==> config.mk <==
export PLATFORM = sky130hd
export DESIGN_NAME = simple_and
export DESIGN_NICKNAME = d
export VERILOG_FILES = /design/src/rtl/simple_and.sv
export SDC_FILE = /design/constraint.sdc
export NUM_CORES = 1
export LEC_CHECK = 0
export ABC_AREA = 1
export CAP_MARGIN = 5
export CORE_MARGIN = 2
export CORE_UTILIZATION = 40
export CTS_CLUSTER_SIZE = 28
export DETAILED_ROUTE_END_ITERATION = 12
export GPL_TIMING_DRIVEN = 0
export PLACE_DENSITY = 0.65
export SLEW_MARGIN = 40
export SYNTH_ARGS = -nofsm -noshare
export SYNTH_HDL_FRONTEND = slang
export SYNTH_SLANG_ARGS = --single-unit
==> constraint.sdc <==
create_clock -name clk -period 3.05 [get_ports clk]
set_input_delay 0.915 -clock clk [delete_from_list [all_inputs] [get_ports clk]]
set_output_delay 0.915 -clock clk [all_outputs]
set_load 0.1 [all_outputs]
==> src/rtl/simple_and.sv <==
// simple_and: bitwise AND gate with a registered observation path.
// f is the combinational AND of x and y. A small monitor registers f,
// flags per-bit rising/falling edges of the registered copy and counts
// the clock edges at which every bit of f is high (saturating counter).
module simple_and #(
  parameter int WIDTH     = 1,
  parameter int CNT_WIDTH = 8
) (
  input  logic                 clk,
  input  logic                 rst_n,
  input  logic [WIDTH-1:0]     x,
  input  logic [WIDTH-1:0]     y,
  output logic [WIDTH-1:0]     f,
  output logic [WIDTH-1:0]     f_q,
  output logic [WIDTH-1:0]     f_rise,
  output logic [WIDTH-1:0]     f_fall,
  output logic [CNT_WIDTH-1:0] hi_cnt
);

  localparam logic [CNT_WIDTH-1:0] CNT_MAX = {CNT_WIDTH{1'b1}};
  localparam logic [CNT_WIDTH-1:0] CNT_ONE = {{(CNT_WIDTH-1){1'b0}}, 1'b1};

  logic [WIDTH-1:0]     f_s;
  logic                 all_high_s;
  logic [CNT_WIDTH-1:0] cnt_next_s;
  logic [WIDTH-1:0]     f_q_r;
  logic [WIDTH-1:0]     f_rise_r;
  logic [WIDTH-1:0]     f_fall_r;
  logic [CNT_WIDTH-1:0] hi_cnt_r;

  // Primary function: zero-latency, independent of clock and reset.
  assign f_s        = x & y;
  assign all_high_s = &f_s;

  // Saturating next count: advance only while all bits are high and not yet at the ceiling.
  always_comb begin
    cnt_next_s = hi_cnt_r;
    if (all_high_s && (hi_cnt_r != CNT_MAX)) begin
      cnt_next_s = hi_cnt_r + CNT_ONE;
    end else begin
      cnt_next_s = hi_cnt_r;
    end
  end

  // Monitor registers: reset wins; edge pulses compare the new sample against the previous f_q.
  always_ff @(posedge clk) begin
    if (!rst_n) begin
      f_q_r    <= {WIDTH{1'b0}};
      f_rise_r <= {WIDTH{1'b0}};
      f_fall_r <= {WIDTH{1'b0}};
      hi_cnt_r <= {CNT_WIDTH{1'b0}};
    end else begin
      f_q_r    <= f_s;
      f_rise_r <= f_s & ~f_q_r;
      f_fall_r <= ~f_s & f_q_r;
      hi_cnt_r <= cnt_next_s;
    end
  end

  assign f      = f_s;
  assign f_q    = f_q_r;
  assign f_rise = f_rise_r;
  assign f_fall = f_fall_r;
  assign hi_cnt = hi_cnt_r;

endmodule

=== After elaboration in Yosys (flattened, before gate mapping) ===
Cells that the tools add are included.

* Add/subtract/negate cells: 1
* Equal/unequal tests: 1
* Bitwise logic cells: 5
* Reductions and logical operators: 1

{| class="wikitable"
|+ Operator list
! cell !! number
|-
| $add 8x1->8 const B || 1
|-
| $ne 8x8->1 const B || 1
|-
| $and 1x1->1 || 3
|-
| $not 1->1 || 2
|-
| $logic_and 1x1->1 || 1
|}

* Register bits: 11
* Input bits: 4
* Output and inout port bits: 12
* Logic and storage cells: 12

=== Logic depth before layout (Yosys ltp) ===
Gate-level depths: netlist (run 1).

* Word-level depth: 3
* Mapped depth: 7
* Mapped depth without buffers: 7

=== Worst setup path before layout (run 1) ===
No wires, ideal clock.

* Path type: in2out
* Start point: in x
* End point: out f
* Data arrival time: 1.361 ns
* Data required time: 2.135 ns
* Path slack: 0.774 ns
* Stages on the path: 2
* Buffers on the path: 0
* Cells stage by stage: nand2_4 -> inv_2

* Word-level cells in the longest chain between the ends: 1

{| class="wikitable"
|+ Ends and longest elaborated chain
! item !! line !! source
|-
| from (decl) || 11 || <nowiki>input logic [WIDTH-1:0] x,</nowiki>
|-
| $and 1x1->1 || 32 || <nowiki>assign f_s = x & y;</nowiki>
|-
| to (decl) || 13 || <nowiki>output logic [WIDTH-1:0] f,</nowiki>
|}

Every way passes these cells.

=== Final worst setup path (run 1) ===
* Start point: in y
* End point: out f

* Word-level cells in the longest chain between the ends: 1

{| class="wikitable"
|+ Ends and longest elaborated chain
! item !! line !! source
|-
| from (decl) || 12 || <nowiki>input logic [WIDTH-1:0] y,</nowiki>
|-
| $and 1x1->1 || 32 ||
|}

Every way passes these cells.

==> results.yml, run 1 <==
cells_and_area:
  drive_above_1_share: 0.292
  area_growth_pct: 22.6
  n_fill_cell: 140
  nNetsFinal: 102
  antennaDiodeCount: 0
  utilization: 0.521
  fin_cells: 111
hold_path:
  min_from: "f_q"
  hold_depth: 1
  hold_class: "register to register"
  worstHoldEndpoint: "f_rise"
clock_network:
  postCtsSetupBuffers: 0
  cts.repair.resized: 0
  root_buffer: "clkbuf_4"
  clk_latency_ns: 0.28
  clkSinkCount: 11
  h-tree-depth: 1
  cts_buffer_depth: 2
  clk_pin_slew_ns: 0.08
  cts_hold_buf: 0
  cts_tree: "done"
  cts_buffers: 3
drt:
  routed_wl_um: 1090
  vias_per_cell: 4.58
  ant_nets: 0
  drt_pass1_iterations: 2
  avgRoutedWirePerCell_um: 9.85
  drt_iter0_markers: 5
  drc: 0
  num_vias: 508
worst_setup_path:
  reg2reg_from: "hi_cnt[0]"
  worst-path-buf-inv: 3
  worstPathArrival_ns: 2.08
  crit_path_end_kind: "output port"
  crit_chain: "clkdlybuf4s50_1, nand2_4, inv_2, buf_2"
  slowest_stage: "clkdlybuf4s50_1"
  r2r_slack_ns: 1.74
  path_class: "input pin to output port"
  crit_path_max_incr_delay_ns: 0.51
  required_ns: 2.13
  r2r_cells: 6
  cpLargestDelayFamily: "buffers and inverters"
  r2r-end: "hi_cnt[6]"
  cp-start-kind: "input pin"
  cp_max_fo: 8
place:
  dpl.hpwl_um: 806
  dp_cells: 107
  place_congestion: 0.702
  buffer_ports.inserted: 14
  pre_cts_ws_ns: 0.0592
global_route:
  grt_start_max_net_pins: 11
  antenna_found_initial: 0
  grt_usage: 0.160
  grt_pass1_vias: 384
  grt_pass1_wl_um: 1610
  overflow: 0
sta:
  max_slew_margin: 0.679
  setup_viol: 0
  period_share: 0.981
  fmax_mhz: 334
  holdWs_ns: 0.447
  max_slew.worst_pin.slew_ns: 0.485
  fin_crit_ns: 2.99
  clock_skew_ns: 0.00549
  slew_viol_final: 0
  finalSetupTns_ns: 0
  final-hold-violation-count: 0
  rsz0062_at_grt: "false"
  fin_ws_ns: 0.0586
flow_run:
  drv_cap: 0
power_and_ir_drop:
  leakagePower_nw: 0.328
  peakVddDrop_uv: 270
  power_density_nw_per_um2: 453
synth:
  synth_area_per_cell_um2: 7.09
  synth_cell_types: 14
  ys_warn_count: 0
  seq_area_frac_synth: 0.398
  synth_area_um2: 553
  ys_seq_elements: 11
  syn_nets: 83
  synth_cells: 78
die:
  core_um2: 1300
  start_util: 0.425
  die-area_um2: 1700
  die_h_um: 41.2
  ioPinCount: 16
  die_w_um: 41.2
  rows: 13
outcome:
  outcome: "complete, no violations"
## final cells by class
class                      count  area (µm²)  area share
inverter                      10        37.5      0.0554
timing repair buffer          14        80.1       0.118
tap                           15        18.8      0.0277
buffer                         1        11.3      0.0166
clock buffer                   4        26.3      0.0387
sequential                    11         220       0.325
multi-input combinational     56         284       0.419
## registers in the layout (all words and copies together) (netlist names)
register,cells
f_q,1
f_rise,1
hi_cnt,8
f_fall,1
## cells by family after synthesis
| logic type | after synthesis | synth area share |
|---|---|---|
| AO/OA/AOI/OAI | 5 | 0.0452 |
| flip-flops | 11 | 0.398 |
| AND/OR/NAND/NOR | 50 | 0.446 |
| buffers and inverters | 11 | 0.0882 |
| adder cells (fa/ha/maj) | 1 | 0.0226 |
## report_power, final
part	switching, mW	total (mW)	internal (mW)
Clock	0.0551	0.106	0.0508
Combinational	0.0406	0.0517	0.0110
Sequential	0.00306	0.150	0.147
Total	0.0988	0.307	0.209
## layout by cell type (no fill, tap or decap), drive strengths merged
cell           synthesis  routed
a21oi                  5       5
buf                    1      13
clkbuf                 0       4
clkdlybuf4s50          0       2
dfxtp                 11      11
ha                     1       1
inv                   10      10
nand2                 22      22
nand3                  9       9
nor2                  17      17
nor3                   2       2
## Yosys cell counts (all sizes together)
cell type  count  area [µm²]
nand2         22         100
a21oi          5        25.0
nor3           2        10.0
inv           10        37.5
nand3          9        45.0
buf            1        11.3
dfxtp         11         220
ha             1        12.5
nor2          17        91.3
## metal layers
metal | GRT usage | vias to the layer above | share of wire
met1 | 0.192 | 213 | 0.48
met5 | 0 | - | 0
met4 | 0.145 | 0 | 0.035
met2 | 0.211 | 11 | 0.43
met3 | 0.0652 | 5 | 0.049
li1 | - | 279 | -
## worst max path at each step
stage	from	to	slack [ns]	cells past startpoint
after floorplan	x	f	0.77	2
after global placement	x	f	-0.64	4
after detailed placement	x	f	0.06	4
after CTS	x	f	0.06	4
after global routing	y	f	0.02	4
final	y	f	0.06	4
## stage by stage
stage	total power, mW	area [µm²]
after CTS	0.310	678
after floorplan	0.196	553
after detailed placement	0.205	652
after global placement	0.209	712
after global routing	0.317	678
final	0.307	678
No activity file was read; power rests on OpenSTA's default activity.
==> inputs of run 2 (changes only) <==
Settings changed: CTS_CLUSTER_SIZE 28 to unset.
==> results of run 2 <==
Same layout as run 1: the final DEF is identical, and so are final timing and power.
